## src/rtl/sram_dp_init.sv

```systemverilog
// Simple dual-port SRAM (one write port, one read port) with per-byte write
// enables, 1- or 2-cycle read latency, write-first collision forwarding and a
// clear-on-reset sweep that zeroes every word before traffic is accepted.
//
// Optional feature macro: SRAM_PARITY_EN (one even-parity bit per byte, error
// injection on write, parity error flag alongside o_rd_valid).
//
// Ports:
//   i_clk, i_rst_n      clock, asynchronous active-low reset
//   o_ready             high once the init sweep has finished
//   i_wr_en/addr/be/data  write request with per-byte enables
//   i_rd_en/addr        read request
//   o_rd_data/valid     read result and its one-cycle strobe
//   i_parity_inject     (SRAM_PARITY_EN) invert stored parity of written bytes
//   o_parity_err        (SRAM_PARITY_EN) returned word has a parity mismatch
module sram_dp_init #(
  parameter int unsigned ADDR_WIDTH   = 6,
  parameter int unsigned DATA_WIDTH   = 32,
  parameter int unsigned DEPTH        = 64,
  parameter int unsigned READ_LATENCY = 1
) (
  input  logic                      i_clk,
  input  logic                      i_rst_n,
  output logic                      o_ready,
  input  logic                      i_wr_en,
  input  logic [ADDR_WIDTH-1:0]     i_wr_addr,
  input  logic [DATA_WIDTH/8-1:0]   i_wr_be,
  input  logic [DATA_WIDTH-1:0]     i_wr_data,
  input  logic                      i_rd_en,
  input  logic [ADDR_WIDTH-1:0]     i_rd_addr,
  output logic [DATA_WIDTH-1:0]     o_rd_data,
  output logic                      o_rd_valid
`ifdef SRAM_PARITY_EN
  ,
  input  logic                      i_parity_inject,
  output logic                      o_parity_err
`endif
);

  localparam int unsigned NumBytes = DATA_WIDTH / 8;
  localparam logic [ADDR_WIDTH-1:0] LastIdx = ADDR_WIDTH'(DEPTH - 1);
  localparam logic [ADDR_WIDTH:0]   DepthW  = (ADDR_WIDTH + 1)'(DEPTH);

  typedef enum logic [0:0] {StInit, StRun} state_e;

  state_e                state_q, state_d;
  logic [ADDR_WIDTH-1:0] cnt_q, cnt_d;

  always_ff @(posedge i_clk or negedge i_rst_n) begin
    if (!i_rst_n) begin
      state_q <= StInit;
      cnt_q   <= '0;
    end else begin
      state_q <= state_d;
      cnt_q   <= cnt_d;
    end
  end

  always_comb begin
    state_d = state_q;
    cnt_d   = cnt_q;
    case (state_q)
      StInit: begin
        cnt_d = cnt_q + 1'b1;
        if (cnt_q == LastIdx) begin
          state_d = StRun;
          cnt_d   = '0;
        end
      end
      default: ;
    endcase
  end

  logic ready;
  logic wr_fire, rd_fire, rd_in_range;

  assign ready       = (state_q == StRun);
  assign o_ready     = ready;
  assign wr_fire     = ready && i_wr_en && ({1'b0, i_wr_addr} < DepthW);
  assign rd_fire     = ready && i_rd_en;
  assign rd_in_range = ({1'b0, i_rd_addr} < DepthW);

  // Storage is deliberately not reset: the sweep clears it after reset release.
  logic [DATA_WIDTH-1:0] mem_q [DEPTH];

  always_ff @(posedge i_clk) begin
    if (state_q == StInit) begin
      mem_q[cnt_q] <= '0;
    end else if (wr_fire) begin
      for (int k = 0; k < NumBytes; k++) begin
        if (i_wr_be[k]) mem_q[i_wr_addr][8*k +: 8] <= i_wr_data[8*k +: 8];
      end
    end
  end

  // Write-first read word: stored word with this cycle's enabled bytes merged in.
  logic [DATA_WIDTH-1:0] rd_word;

  always_comb begin
    rd_word = '0;
    if (rd_in_range) begin
      rd_word = mem_q[i_rd_addr];
      if (wr_fire && (i_wr_addr == i_rd_addr)) begin
        for (int k = 0; k < NumBytes; k++) begin
          if (i_wr_be[k]) rd_word[8*k +: 8] = i_wr_data[8*k +: 8];
        end
      end
    end
  end

`ifdef SRAM_PARITY_EN
  logic [NumBytes-1:0] par_q [DEPTH];
  logic [NumBytes-1:0] rd_par;
  logic                rd_err;

  always_ff @(posedge i_clk) begin
    if (state_q == StInit) begin
      par_q[cnt_q] <= '0;
    end else if (wr_fire) begin
      for (int k = 0; k < NumBytes; k++) begin
        if (i_wr_be[k]) par_q[i_wr_addr][k] <= (^i_wr_data[8*k +: 8]) ^ i_parity_inject;
      end
    end
  end

  always_comb begin
    rd_par = '0;
    rd_err = 1'b0;
    if (rd_in_range) begin
      rd_par = par_q[i_rd_addr];
      if (wr_fire && (i_wr_addr == i_rd_addr)) begin
        for (int k = 0; k < NumBytes; k++) begin
          if (i_wr_be[k]) rd_par[k] = (^i_wr_data[8*k +: 8]) ^ i_parity_inject;
        end
      end
      for (int k = 0; k < NumBytes; k++) begin
        if ((^rd_word[8*k +: 8]) != rd_par[k]) rd_err = 1'b1;
      end
    end
  end
`endif

  // Stage 1 snapshots the word at issue, so later writes cannot touch it.
  logic                  p1_valid_q;
  logic [DATA_WIDTH-1:0] p1_data_q;
`ifdef SRAM_PARITY_EN
  logic                  p1_err_q;
`endif

  always_ff @(posedge i_clk or negedge i_rst_n) begin
    if (!i_rst_n) begin
      p1_valid_q <= 1'b0;
      p1_data_q  <= '0;
`ifdef SRAM_PARITY_EN
      p1_err_q   <= 1'b0;
`endif
    end else begin
      p1_valid_q <= rd_fire;
      if (rd_fire) p1_data_q <= rd_word;
`ifdef SRAM_PARITY_EN
      p1_err_q   <= rd_fire && rd_err;
`endif
    end
  end

  if (READ_LATENCY == 2) begin : g_lat2
    logic                  p2_valid_q;
    logic [DATA_WIDTH-1:0] p2_data_q;
`ifdef SRAM_PARITY_EN
    logic                  p2_err_q;
`endif

    always_ff @(posedge i_clk or negedge i_rst_n) begin
      if (!i_rst_n) begin
        p2_valid_q <= 1'b0;
        p2_data_q  <= '0;
`ifdef SRAM_PARITY_EN
        p2_err_q   <= 1'b0;
`endif
      end else begin
        p2_valid_q <= p1_valid_q;
        if (p1_valid_q) p2_data_q <= p1_data_q;
`ifdef SRAM_PARITY_EN
        p2_err_q   <= p1_valid_q && p1_err_q;
`endif
      end
    end

    assign o_rd_valid = p2_valid_q;
    assign o_rd_data  = p2_data_q;
`ifdef SRAM_PARITY_EN
    assign o_parity_err = p2_err_q;
`endif
  end else begin : g_lat1
    assign o_rd_valid = p1_valid_q;
    assign o_rd_data  = p1_data_q;
`ifdef SRAM_PARITY_EN
    assign o_parity_err = p1_err_q;
`endif
  end

endmodule

```

## config.mk

```make
export PLATFORM = sky130hd
export DESIGN_NAME = sram_dp_init
export DESIGN_NICKNAME = d
export VERILOG_FILES = /design/src/rtl/sram_dp_init.sv
export SDC_FILE = /design/constraint.sdc
export NUM_CORES = 2
export LEC_CHECK = 0
export CAP_MARGIN = 20
export CORE_MARGIN = 4
export CORE_UTILIZATION = 42
export DETAILED_ROUTE_END_ITERATION = 6
export GPL_TIMING_DRIVEN = 0
export PLACE_DENSITY_LB_ADDON = 0.2
export SETUP_SLACK_MARGIN = 0.3
export SLEW_MARGIN = 20
export SYNTH_ARGS = -nofsm -noshare
export SYNTH_HDL_FRONTEND = slang
export SYNTH_SLANG_ARGS = --single-unit
```

## constraint.sdc

```tcl
create_clock -name i_clk -period 7.75 [get_ports i_clk]
set_clock_uncertainty 0.15 [all_clocks]
set_input_delay 1.55 -clock i_clk [delete_from_list [all_inputs] [get_ports i_clk]]
set_output_delay 1.55 -clock i_clk [all_outputs]
set_load 0.02 [all_outputs]
```

Word level (Yosys, flattened, before mapping):

Memories as Yosys holds them, arrays and structs flattened.
Index checks and enable logic that the tools add are counted.

* register bits after elaboration: 40
* bits in writable memories: 2048
* output and inout port bits: 34
* logic and storage cells: 40
* memories: 1

Memory list
* mem_q: words 64, bits a word 32, rd ports 1, clocked after Yosys merged registers in 0, wr ports 1, line 84 `logic [DATA_WIDTH-1:0] mem_q [DEPTH];`

* add/subtract/negate cells: 1
* eq/ne operators: 2
* muxes and demuxes: 28
* reduce and logical (&&, ||, !) cells: 4

Operators with widths (number)
* 32-bit 2-to-1 mux: 2
* 8-bit 2-to-1 mux: 4
* 32-bit OR reduction: 1
* 1-bit 2-to-1 mux: 19
* 6-bit 2-to-1 mux: 2
* 6-bit by 1-bit adder with 6-bit output (second input constant): 1
* 6-bit equality test: 1
* 6-bit equality test (second input constant): 1
* 4-bit 2-to-1 mux: 1
* 1-bit logical AND: 3

Logic depth before layout (Yosys ltp):

* depth in word-level cells: 6
* depth in mapped cells: 12
* depth with buffers taken out: 6

Worst setup path before layout:

Ideal clock, no wire load.

* kind: input -> register
* from: input port i_wr_en
* to: memory mem_q[0][10], data pin
* library setup time: 0.367 ns
* data arrival time: 3.537 ns
* required time: 7.233 ns
* setup slack: 3.695 ns
* cell stages on the path: 6
* path buffers: 3
* cells stage by stage: nand2_1 -> nor2_1 -> clkbuf_1 -> clkbuf_1 -> clkbuf_1 -> and2_1

* longest elaborated chain between the ends: 6
* elaborated cells on any way between the ends: 15

Ends and longest elaborated chain
* from (decl): line 25 `input logic i_wr_en,`
* 1-bit logical AND *: line 79 `assign wr_fire = ready && i_wr_en && ({1'b0, i_wr_addr} < DepthW);`
* 1-bit 2-to-1 mux: line 89 `end else if (wr_fire) begin`
* 1-bit 2-to-1 mux: line 87 `if (state_q == StInit) begin`
* 1-bit 2-to-1 mux (implied by the code): line 91 `if (i_wr_be[k]) mem_q[i_wr_addr][8*k +: 8] <= i_wr_data[8*k +: 8];`
* 32-bit OR reduction (no source line) *
* 32-bit 2-to-1 mux (no source line) *
* to (decl): line 84

Mark *: on every way between the ends. The rest lies on a longest branch, timed or not.

Worst setup path in the final report:

* from: input port i_rd_addr[3]
* to: register p1_data_q[6], in the netlist o_rd_data[6]

* longest elaborated chain between the ends: 3
* elaborated cells on any way between the ends: 5

Ends and longest elaborated chain
* from (decl): line 30 `input logic [ADDR_WIDTH-1:0] i_rd_addr,`
* memory read 64 x 32 bit / 6-bit equality test (equally long branches)
* 8-bit 2-to-1 mux / 1-bit logical AND (equally long branches): line 105, 103
* 32-bit 2-to-1 mux *: line 103 `if (wr_fire && (i_wr_addr == i_rd_addr)) begin`
* to (signal assigned): line 159 `if (rd_fire) p1_data_q <= rd_word;`
* to (decl): line 145 `logic [DATA_WIDTH-1:0] p1_data_q;`

Marks and branches as above.
A chain may end at the register's enable or synchronous reset.

==> results.txt <==
- The run finished with clean final reports.
- Once the clock tree was built, the setup fixing pass inserted 0 buffers.
* Net switching power of the design: 4.80 mW
- After detailed routing, the number of vias per cell comes to 6.31.
- The clock tree synthesis step divided the H-tree into 4 levels.
- IR Drop Worst-Case VDD: 0.000230 V
- Vias in the first global route: 41400
- Number of endpoints with negative hold slack in the final report: 0
- In this run, distinct cell masters in the synthesized netlist total 48.
- Clock buffers created by TritonCTS: 208
- PD cells: 245 mW/mm^2
- Compared with the post-synthesis result, the final layout area differs by 13.6%.
* CP max FO: 10
* Clk_lat worst skew: 0.85 ns
* First-pass GRT wire length: 347 mm
- Slew at the pin with the worst max-slew slack: 1.27 ns
- In this run, synthesis inferred 2048 flip-flops with an integrated enable.
- At the end of the flow, the number of nets in the layout was 4110.
- The final critical path takes up 74.5% of the cycle.
- Sequential Power Share: 54.1%
* Sequential element share of the synthesized area: 77.3%
* Vias: 42500
* # hold bufs at CTS: 0
- Synthesis produced a netlist whose cell count is 3742.
* Clock tree root buffer cell: sky130_fd_sc_hd__clkbuf_16
* Peak clock frequency supported by timing: 173 MHz
- The die is 447 um tall.
- Per report_power, the combinational group accounts for 3.4% of the total.
- For this block, the initial DRC count from the detailed router was 6323.
- Number of synthesized register bits: 2088
* Largest cells by area after synthesis: sky130_fd_sc_hd__edfxtp_1 (76%), sky130_fd_sc_hd__mux4_2 (15%), sky130_fd_sc_hd__a22oi_1 (1.3%)
* Core Footprint: 0.191 mm^2
- Rel. slew slack: 15.2%
* Maximum clock insertion buffer count: 3
* Final wirelength: 257 mm
* Net count after synthesis: 3795
- For met1 alone, demand over resource in global routing was 34.8%.
- The top cell type by area accounts for 76.0% of the synthesized area.
- Once detailed placement completed, the half-perimeter wirelength came to 176 mm.
- The tightest min-delay check is of the flop to flop type.
- For this design the static power due to leakage is 23.5 nW.
* Initial core utilization: 42.4%
* Most utilized layer in the global route result: met2
- The clock period could shrink to 5.78 ns.
* Switching share of power: 21.3%
* Top flip-flop cell by instance count after synthesis: sky130_fd_sc_hd__edfxtp_1
- Required time of the critical path: 8.37 ns
- The worst setup path is captured at a flop.
- Final Max Tran Viols: 0
- The largest individual stage delay along the critical path comes from the cell sky130_fd_sc_hd__clkbuf_1.
- GR met2 Demand/Resource: 38.9%
* Post-route ant nets: 0
* Leading post-synthesis cells by instance count: sky130_fd_sc_hd__edfxtp_1 (2048), sky130_fd_sc_hd__mux4_2 (550), sky130_fd_sc_hd__nor2_1 (290)
- In the routed design, unresolved DRC markers number 0.
* Library cell with the highest instance count after synthesis: sky130_fd_sc_hd__edfxtp_1
- Aggregate global routing overflow: 0
- PortBufs: 78
* Sort of element at the start of the critical path: input port
- At the placement stage, the worst setup path has a slack of 1.21 ns.
* Cells along the critical path: clkdlybuf4s50_1 > buf_2 > nor2b_1 > buf_1 > clkbuf_1 > a22oi_1 > a21oi_1 > o41ai_1 > a21oi_1
- The synthesized netlist occupies a cell area of 0.0809 mm^2.
* Category of the critical setup timing path: input port to flop
- The filler cells instantiated in the layout total 15500.
- Worst slack on hold paths: 0.382 ns
- Family with the most delay on the worst path: buffers and inverters
- At the end of routability-driven placement, the weighted congestion stood at 0.940.
* Max-cap violations: 0
- Counting flops with an async set or reset pin after synthesis yields a share of 1.92%.
- The largest total area in the synthesized netlist belongs to sky130_fd_sc_hd__edfxtp_1.
- Die Span X: 447 um
* Delay of the slowest cell on the worst path: 0.90 ns
- Critical path data arrival time: 6.39 ns
- The number of antenna violations at the first check in global routing came to 14.
- The die covers 0.200 mm^2.
- Clock-pin slew of the registers on the worst-case setup and hold paths: 0.06 ns
- The initialized floorplan defines 160 standard-cell rows.
- Setup violations remaining at the end of the flow were counted as 0.
- Mean routed wirelength per cell: 38.1 um
- The tree built by TritonCTS fans out to 2088 sinks.
- Post-route total power: 22.5 mW
- Yosys warnings: 0
* Post-layout utilization of the core: 48.2%
* Detailed Routing Iterations Pass 1: 5
- Clock share of power: 42.5%
- The critical path contains buffers and inverters numbering 4 combined.
- The number of gates resized after CTS was 0.
- TNS Setup: 0 ns
* Setup repair after global routing missed its margin: no
* Mean post-synth cell area: 21.6 um^2
- Entering global routing, the biggest net connects 65 pins.
- Fraction of met3 tracks used by global routing: 6.73%
* Internal power summed over all cells: 17.7 mW
* Clock tree from TritonCTS: built
- By instance count, the cell type seen most on the critical path is sky130_fd_sc_hd__a21oi_1.
- Number of top-level pins: 86
* Fraction of layout instances using a drive strength above 1: 24.8%
- For this run, the total global-route usage over all layers was measured as 25.7%.
* Final worst slack: 1.97 ns
-- registers in the layout (all words and copies together), names as in the netlist --
signal,flops
o_rd_valid,1
cnt_q,6
o_rd_data,32
o_ready,1
mem_q,2048
-- per-stage QoR --
stage	cells	instance area [um^2]
after global routing	6725	91900
after detailed placement	6358	85600
after floorplan	3742	80900
final	6729	91900
after global placement	6331	84800
after CTS	6725	91900
-- final cells by class --
class / instances / area (um^2) / share of cell area, %
Sequential cell: 2088 / 62500 / 68.0
Inverter: 6 / 22.5 / 0.0245
Antenna cell: 4 / 10.0 / 0.0109
Multi-Input combinational cell: 1423 / 17400 / 19.0
Timing Repair Buffer: 105 / 1340 / 1.46
Tap cell: 2511 / 3140 / 3.42
Clock inverter: 112 / 870 / 0.946
Buffer: 225 / 1120 / 1.22
Clock buffer: 255 / 5420 / 5.90
-- kinds of logic (layout without fill, tap and decap cells) --
group	Yosys count	count (layout)	share of synthesized area [%]
mux	594	594	15.9
flops	2088	2088	77.3
simple gates	490	490	2.69
compound gates	330	330	2.71
other cells	0	4	0
fa+ha+maj	1	1	0.0155
xor+xnor	8	8	0.0866
buf+inv	231	703	1.34
-- power by group through the flow --
stage | clock network, mW | logic, mW | registers, mW
floorplan | 0 | 0.359 | 12.4
global placement | 0 | 0.739 | 12.4
detailed placement | 0 | 0.749 | 12.4
CTS | 9.65 | 0.750 | 12.2
global route | 10.1 | 0.769 | 12.2
finish | 9.58 | 0.763 | 12.2
-- layer usage --
metal | vias to the layer above | share of wire (%) | wire length, um
li1 | 16400 | - | -
met5 | - | 0.037 | 94
met4 | 14 | 5.6 | 14500
met3 | 541 | 10 | 26100
met2 | 2540 | 46 | 118000
met1 | 23000 | 38 | 98300
-- layout by cell type, fill, tap and decap left out, drive strengths merged, types with 15 or more instances in the layout --
master / count
clkdlybuf4s50: 77
inv: 15
clkbuf: 358
nand2: 66
nand3: 22
and2: 34
dfrtp: 40
mux4: 550
o41ai: 23
a22oi: 145
clkinv: 91
nand4: 21
nor2: 290
edfxtp: 2048
a21oi: 111
mux2i: 35
buf: 150
-- final timing paths --
check                                 to    startpoint  slack (ns)  cells after the start
max                         o_rd_data[6]  i_rd_addr[3]        1.97                      9
min                         o_rd_data[2]  o_rd_data[2]        0.38                      2
max reg2reg                mem_q[21][21]       o_ready        3.10                      8
min reg2reg                 o_rd_data[2]  o_rd_data[2]        0.38                      2
max in group asynchronous  o_rd_data[28]       i_rst_n        6.48                      2
min in group asynchronous  o_rd_data[14]       i_rst_n        0.39                      1
-- worst reg2reg max path, cell delays in order (launching register included) --
cell,delay [ns]
sky130_fd_sc_hd__dfrtp_1,0.61
sky130_fd_sc_hd__nand2_1,0.16
sky130_fd_sc_hd__nor2_1,0.27
sky130_fd_sc_hd__clkbuf_1,0.37
sky130_fd_sc_hd__clkbuf_1,0.53
sky130_fd_sc_hd__nand4b_1,0.22
sky130_fd_sc_hd__o41ai_2,0.19
sky130_fd_sc_hd__nand2_1,0.69
sky130_fd_sc_hd__nor2_1,1.05
Power figures use the tool's default switching activity.
